**src/rtl/alu_dispatch_fsm_if.sv**
```systemverilog
`default_nettype none
// ============================================================================
// Module      : alu_dispatch_fsm_if
// Description : Command / unit-enable / completion bundle for alu_dispatch_fsm.
//               master drives commands, slave (the dispatcher) answers.
// Revision    : 1.0 - initial release
// ============================================================================
interface alu_dispatch_fsm_if #(
   parameter int FUN_WIDTH = 4,
   parameter int NUM_UNITS = 4
);
   localparam int SEL_W = $clog2(NUM_UNITS);

   logic                       cmd_valid;
   logic [FUN_WIDTH-1:0]       cmd_fun;
   logic                       cmd_ready;
   logic [NUM_UNITS-1:0]       unit_en;
   logic [FUN_WIDTH-SEL_W-1:0] op_sel;
   logic                       out_valid;
   logic [SEL_W-1:0]           out_unit;
   logic                       out_err;

   modport master (
      output cmd_valid, cmd_fun,
      input  cmd_ready, unit_en, op_sel, out_valid, out_unit, out_err
   );

   modport slave (
      input  cmd_valid, cmd_fun,
      output cmd_ready, unit_en, op_sel, out_valid, out_unit, out_err
   );
endinterface
`default_nettype wire

```
**src/rtl/alu_dispatch_fsm.sv**
```systemverilog
`default_nettype none
// ============================================================================
// Module      : alu_dispatch_fsm
// Description : Accepts one ALU function code at a time, raises the one-hot
//               enable of the addressed execution unit for EXEC_CYCLES cycles,
//               then reports completion (or an illegal unit index) with a
//               single-cycle pulse.
// Revision    : 1.0 - initial release
// ============================================================================
module alu_dispatch_fsm #(
   parameter int FUN_WIDTH   = 4,
   parameter int NUM_UNITS   = 4,
   parameter int EXEC_CYCLES = 1
) (
   input  wire logic         clk,
   input  wire logic         rst_n,
   alu_dispatch_fsm_if.slave bus
);
   localparam int SEL_W = $clog2(NUM_UNITS);
   localparam int OP_W  = FUN_WIDTH - SEL_W;
   localparam int CNT_W = $clog2(EXEC_CYCLES + 1);

   localparam logic [1:0] c_idle = 2'd0;
   localparam logic [1:0] c_exec = 2'd1;
   localparam logic [1:0] c_done = 2'd2;

   localparam logic [CNT_W-1:0] c_cnt_load = CNT_W'(EXEC_CYCLES - 1);
   localparam logic [CNT_W-1:0] c_cnt_one  = CNT_W'(1);

   logic [1:0]           r_state;
   logic [CNT_W-1:0]     r_cnt;
   logic [NUM_UNITS-1:0] r_unit_en;
   logic [OP_W-1:0]      r_op_sel;
   logic [SEL_W-1:0]     r_unit;
   logic                 r_err;

   logic                 w_ready;
   logic                 w_accept;
   logic [SEL_W-1:0]     w_idx;
   logic                 w_legal;
   logic [NUM_UNITS-1:0] w_onehot;

   // Ready is a pure state decode so cmd_valid never reaches cmd_ready.
   assign w_ready  = (r_state == c_idle);
   assign w_accept = bus.cmd_valid & w_ready;
   assign w_idx    = bus.cmd_fun[FUN_WIDTH-1 -: SEL_W];
   // Only non-power-of-two unit counts can produce an out-of-range index.
   assign w_legal  = (32'(w_idx) < 32'(NUM_UNITS));

   // One-hot decode of the unit index; all-zero for an illegal index.
   always_comb begin
      w_onehot = '0;
      for (int i = 0; i < NUM_UNITS; i++) begin
         w_onehot[i] = (32'(w_idx) == 32'(i));
      end
   end

   // Dispatch state machine: IDLE -> EXEC (legal) or DONE (illegal) -> IDLE.
   always_ff @(posedge clk or negedge rst_n) begin
      if (!rst_n) begin
         r_state   <= c_idle;
         r_cnt     <= '0;
         r_unit_en <= '0;
         r_op_sel  <= '0;
         r_unit    <= '0;
         r_err     <= 1'b0;
      end else begin
         case (r_state)
            c_idle: begin
               if (w_accept) begin
                  r_unit <= w_idx;
                  r_err  <= ~w_legal;
                  if (w_legal) begin
                     r_state   <= c_exec;
                     r_unit_en <= w_onehot;
                     r_op_sel  <= bus.cmd_fun[OP_W-1:0];
                     r_cnt     <= c_cnt_load;
                  end else begin
                     r_state <= c_done;
                  end
               end
            end
            c_exec: begin
               if (r_cnt == '0) begin
                  r_unit_en <= '0;
                  r_state   <= c_done;
               end else begin
                  r_cnt <= r_cnt - c_cnt_one;
               end
            end
            c_done: begin
               r_state <= c_idle;
            end
            default: begin
               r_state <= c_idle;
            end
         endcase
      end
   end

   assign bus.cmd_ready = w_ready;
   assign bus.unit_en   = r_unit_en;
   assign bus.op_sel    = r_op_sel;
   // Completion fields are masked so they read zero between pulses.
   assign bus.out_valid = (r_state == c_done);
   assign bus.out_unit  = bus.out_valid ? r_unit : '0;
   assign bus.out_err   = bus.out_valid & r_err;
endmodule
`default_nettype wire
```
**src/flat_wrapper.sv**
```systemverilog
// flat-port wrapper written by rule: the top's interface ports become plain ports
module alu_dispatch_fsm_flat 
#(
   parameter int FUN_WIDTH   = 4,
   parameter int NUM_UNITS   = 4,
   parameter int EXEC_CYCLES = 1
)
  (clk, rst_n, bus_cmd_valid, bus_cmd_fun, bus_cmd_ready, bus_unit_en, bus_op_sel, bus_out_valid, bus_out_unit, bus_out_err);
  alu_dispatch_fsm_if #(.FUN_WIDTH(FUN_WIDTH), .NUM_UNITS(NUM_UNITS)) bus_i ();
  input  wire logic clk;
  input  wire logic rst_n;
  input wire logic [$bits(bus_i.cmd_valid)-1:0] bus_cmd_valid;
  input wire logic [$bits(bus_i.cmd_fun)-1:0] bus_cmd_fun;
  output wire logic [$bits(bus_i.cmd_ready)-1:0] bus_cmd_ready;
  output wire logic [$bits(bus_i.unit_en)-1:0] bus_unit_en;
  output wire logic [$bits(bus_i.op_sel)-1:0] bus_op_sel;
  output wire logic [$bits(bus_i.out_valid)-1:0] bus_out_valid;
  output wire logic [$bits(bus_i.out_unit)-1:0] bus_out_unit;
  output wire logic [$bits(bus_i.out_err)-1:0] bus_out_err;
  assign bus_i.cmd_valid = bus_cmd_valid;
  assign bus_i.cmd_fun = bus_cmd_fun;
  assign bus_cmd_ready = bus_i.cmd_ready;
  assign bus_unit_en = bus_i.unit_en;
  assign bus_op_sel = bus_i.op_sel;
  assign bus_out_valid = bus_i.out_valid;
  assign bus_out_unit = bus_i.out_unit;
  assign bus_out_err = bus_i.out_err;
  alu_dispatch_fsm #(.FUN_WIDTH(FUN_WIDTH), .NUM_UNITS(NUM_UNITS), .EXEC_CYCLES(EXEC_CYCLES)) u_core (.clk(clk), .rst_n(rst_n), .bus(bus_i));
endmodule
```
**config.mk**
```make
export PLATFORM = sky130hd
export DESIGN_NAME = alu_dispatch_fsm_flat
export DESIGN_NICKNAME = d
export VERILOG_FILES = /design/src/rtl/alu_dispatch_fsm_if.sv /design/src/rtl/alu_dispatch_fsm.sv /design/src/flat_wrapper.sv
export SDC_FILE = /design/constraint.sdc
export NUM_CORES = 1
export LEC_CHECK = 0
export CORE_AREA = 2 2 39 41
export CTS_CLUSTER_DIAMETER = 30
export DETAILED_ROUTE_END_ITERATION = 16
export DIE_AREA = 0 0 41 43
export PLACE_DENSITY_LB_ADDON = 0.2
export SLEW_MARGIN = 20
export SYNTH_ARGS = -nofsm -noshare
export SYNTH_HDL_FRONTEND = slang
export SYNTH_SLANG_ARGS = --single-unit
```
**constraint.sdc**
```tcl
create_clock -name clk -period 1.65 [get_ports clk]
set_input_delay 0.165 -clock clk [delete_from_list [all_inputs] [get_ports clk]]
set_output_delay 0.165 -clock clk [all_outputs]
set_load 0.02 [all_outputs]
```
Word-level counts from Yosys, hierarchy flattened:

Cells that the tools add are included.

* flip-flop bits (word level): 11
* input bits: 7
* output and inout port bits: 11
* word-level logic and storage cells: 31

* add/subtract/negate cells: 1
* equality and inequality tests: 7
* muxes and demuxes: 10
* bitwise gates (word level): 1
* reductions and logical operators: 7

Operators with widths (count)
* 2-to-1 mux 4 bit: 2
* one-hot mux 4 bit (2 select lines): 1
* equality test 2 bit, second input constant: 3
* 2-to-1 mux 2 bit: 3
* AND reduction 2 bit: 3
* equality test 2 x 1 -> 1 bit, second input constant: 2
* logical NOT 2 bit: 2
* inequality test 2 bit, second input constant: 2
* one-hot mux 2 bit (2 select lines): 1
* AND reduction 3 bit: 1
* 2-to-1 mux 1 bit: 2
* one-hot mux 1 bit (2 select lines): 1
* nonzero test 2 bit: 1
* AND 1 bit: 1
* subtractor 1 bit, second input constant: 1

Depth between registers and ports, before layout:

* word-level depth: 4
* gate-level depth with buffers: 2
* gate-level depth less buffers: 2

Worst setup path before layout:

OpenSTA, ideal clock, no wires.

* path kind: register -> register
* start point: reg u_core.r_state[0]
* end point: reg u_core.r_op_sel[0] (netlist: u_core.bus.op_sel[0])
* setup time: 125 ps
* arrival: 1116 ps
* data required time: 1525 ps
* slack: 409 ps
* cell stages (with the launch flop): 3
* path buffers: 0
* period minus slack after synthesis: 1241 ps
* path through: dfrtp_1 > nor3b_4 > mux2_2

* word-level cells in the longest chain between the ends: 3

RTL lines
* from (decl): RTL line alu_dispatch_fsm.sv:30 `logic [1:0] r_state;`
* from (signal assigned): RTL line alu_dispatch_fsm.sv:61 `r_state <= c_idle;`
* from (signal assigned): RTL line alu_dispatch_fsm.sv:79 `r_state <= c_done;`
* from (signal assigned): RTL line alu_dispatch_fsm.sv:86 `r_state <= c_done;`
* logical NOT 2 bit (*): RTL line alu_dispatch_fsm.sv:44, alu_dispatch_fsm.sv:68
* AND 1 bit: RTL line alu_dispatch_fsm.sv:45 `assign w_accept = bus.cmd_valid & w_ready;`
* AND reduction 2 bit (no line) (*)
* to (signal assigned): RTL line alu_dispatch_fsm.sv:76 `r_op_sel <= bus.cmd_fun[OP_W-1:0];`
* to (decl): RTL line alu_dispatch_fsm.sv:33 `logic [OP_W-1:0] r_op_sel;`

Mark *: on every way between the ends. The rest lies on a longest branch, timed or not.
A chain may end at the register's enable or synchronous reset.

Worst setup path after layout:

* start point: reg u_core.r_state[1]
* end point: out bus_out_unit[1]

* word-level cells in the longest chain between the ends: 2

RTL lines
* equality test 2 bit: RTL line alu_dispatch_fsm.sv:105 `assign bus.out_valid = (r_state == c_done);`
* 2-to-1 mux 2 bit: RTL line alu_dispatch_fsm.sv:106 `assign bus.out_unit = bus.out_valid ? r_unit : '0;`
* to (decl): RTL line flat_wrapper.sv:18 `output wire logic [$bits(bus_i.out_unit)-1:0] bus_out_unit;`

Every way passes these cells.

==> summary.md <==
| Metric | Value |
|---|---|
| Status | completed |
| Cts bufs inserted | 3 |
| ANT cells | 0 |
| Highest cell delay on the worst timing path | ~0.44 ns |
| Fin crit share | 91.6% |
| Die H | 43 um |
| Final Power | 0.696 mW |
| Nets | 58 |
| GRT Util Overall | between 10% and 20% |
| Final min period | ~1.5 ns |
| Final design instance area without fill | ~620 um^2 |
| Crit path max fanout | 5 |
| Global-route wire length before repair | between 1000 and 1500 um |
| Fin util | between 40% and 50% |
| Setup Buffers After CTS | 0 |
| Mapped cell area | 410 um^2 |
| TNS Setup | 0 ns |
| Crit path required time | around 1.5 ns |
| Ys Warns | 0 |
| Top Ports | 18 |
| Final number of hold-violating endpoints | 0 |
| Multi-input logic area | between 100 and 150 um^2 |
| Site row count | 14 |
| CTS tree | yes |
| CP max-delay cell | dfrtp_2 |
| Min-Delay Path Class | in -> async |
| #FFs+latches synth | 10 |
| Cells along the critical path | and2b_1 > and2_1 > dlygate4sd2_1 |
| Worst Path Arrival | 1.35 ns |
| Grt total ovfl | 0 |
| Final Setup Violations | 0 |
| Placed instance area | between 500 and 600 um^2 |
| Die Width | roughly 40 um |
| Critical path launch point type | flop |
| Vias in the first global route | about 330 |
| Worst VDD drop | about 0.42 mV |
| Drt initial violations | 3 |
| Clk root buf | clkbuf_4 |
| Netlist cell types | 12 |
| Fmax achieved | between 600 and 700 MHz |
| Share of post-route cells with drive strength above 1 | roughly 22% |
| Largest family of logic cells by synthesized area | simple AND/OR/NAND/NOR gates |
| Clock sink count | 10 |
| Post-synth top area cell | dfrtp_1 |
| Pleak | approximately 0.3 nW |
| Drt pass-1 iters | 4 |
| Xor/xnor share of the synthesized area | 0% |
| Mapped Nets | 36 |
| Via count | 319 |
| Port Buf Inserts | 16 |
| Post-synthesis sequential area ratio | 61.0% |
| Post-synth top area share | between 60% and 70% |
| Compound-Gate Fraction of Synth Area | a little under an eighth |
| Final setup skew | between 0.0005 and 0.0006 ns |
| Register area | 251 um^2 |
| Post-CTS Hold Fix Bufs | 0 |
| Clock transition at path regs | roughly 0.06 ns |
| Layout Area Growth over Synthesis | 51.2% |
| Post-Synth Simple-Gate Area | 11.9% |
| PD cells | 1120 mW/mm^2 |
| CP Capture Type | output port |
| Routability cong. | 0.759 |
| Largest net degree at the start of global routing | 11 |
| Top cells by area, synth | dfrtp_1 (61%), mux2_2 (11%), a32o_1 (9.8%), nor3b_4 (4.6%), and2_1 (3.0%) |
| Adder-Cell Fraction of Synth Area | 0% |
| Syn_area_per_cell | between 10 and 15 um^2 |
| # H-tree levels | 1 |
| Cells after Synth | 29 |
| Final wirelength | 867 um |
| Dpl hpwl | about 670 um |
| Proportion of synthesized area in mux cells | a little over a tenth |
| Starting Density | slightly below 30% |
| Post-CTS resize count | 4 |
| Die ar. | 0.00176 mm^2 |
| Final Max Tran Viols | 0 |
| DR vias/cell | just under 5 |
| Wirelength per Cell | roughly 13 um |
| Residual DRC | 0 |
| Max_cap viols | 0 |
| Clk_lat worst skew | approximately 0.26 ns |
| RSZ-0062 raised after global routing | false |
| Initial antenna violation count | 0 |
| CTS max path bufs | 2 |
| Fillers | approximately 140 |
| Core region area | ~0.0014 mm^2 |
| Antenna-violating nets left | 0 |
| Kind of critical path | reg -> out |
state kept, by name (all words and copies together), names as in the netlist:
register            flops
u_core.bus.op_sel       2
u_core.r_unit           2
u_core.r_state          2
u_core.bus.unit_en      4
worst paths after layout:
kind	from	end	slack, ns	depth (start not counted)
worst max-delay path	u_core.r_state[1]$_DFFE_PN0P_	bus_out_unit[1]	0.14	3
worst min-delay path	rst_n	u_core.bus.op_sel[0]$_DFFE_PN0P_	0.21	1
worst max register to register	u_core.r_state[0]$_DFFE_PN0P_	u_core.bus.op_sel[1]$_DFFE_PN0P_	0.32	3
worst min register to register	u_core.bus.unit_en[3]$_DFFE_PN0P_	u_core.bus.unit_en[3]$_DFFE_PN0P_	0.50	1
max in group asynchronous	rst_n	u_core.r_state[1]$_DFFE_PN0P_	1.11	1
min in group clk	u_core.bus.unit_en[3]$_DFFE_PN0P_	u_core.bus.unit_en[3]$_DFFE_PN0P_	0.50	1
cells in the mapped netlist:
cell	count
dfrtp_1	10
a32o_1	4
mux2_2	4
and2_1	2
inv_1	2
and2b_1	1
buf_4	1
conb_1	1
nor2_1	1
nor2b_1	1
nor3b_4	1
o21bai_1	1
power breakdown:
part / internal (mW) / switching [mW]
Clock: 0.0839 / 0.0763
Combinational: 0.117 / 0.105
Sequential: 0.289 / 0.0249
cell usage in the layout, fill, tap and decap left out, drive strengths merged:
master | netlist | layout
nor3b | 1 | 1
nor2b | 1 | 1
clkdlybuf4s50 | 0 | 12
mux2 | 4 | 4
o21bai | 1 | 1
dfrtp | 10 | 10
clkbuf | 0 | 3
nor2 | 1 | 1
conb | 1 | 1
and2b | 1 | 1
dlygate4sd2 | 0 | 3
inv | 2 | 2
buf | 1 | 2
and2 | 2 | 2
dlymetal6s2s | 0 | 1
a32o | 4 | 4
per-stage QoR:
stage | cells | worst slack [ns] | hold slack, ns
after CTS | 65 | 0.0200 | 0.217
final | 65 | 0.138 | 0.210
after floorplan | 29 | 0.409 | -0.131
after global routing | 65 | 0.0679 | 0.235
after detailed placement | 62 | 0.142 | 0.486
after global placement | 62 | 0.184 | 0.480
metal layers:
metal	track usage, %	wire length [um]
met5	0	0
met4	8.00	30
met3	4.71	57
met2	19.7	436
met1	14.5	343
area by class of cell:
class / instances / share of cell area, %
multi-input cells: 16 / 23.4
well taps: 16 / 3.23
inverters: 2 / 1.21
repair buffers: 18 / 28.0
clock buffers: 3 / 3.63
flip-flops and latches: 10 / 40.5
cell families after synthesis:
kind of cell    Yosys count
flops                    10
mux                       4
buf+inv                   3
simple gates              6
compound gates            5
other cells               1
worst max-delay path: cells and delay by family, from the launching register on:
kind / cells / cell delay, ns
and+or+nand+nor: 2 / 0.33
DFF: 1 / 0.44
buffers and inverters: 1 / 0.31
No activity file was read; power rests on OpenSTA's default activity.
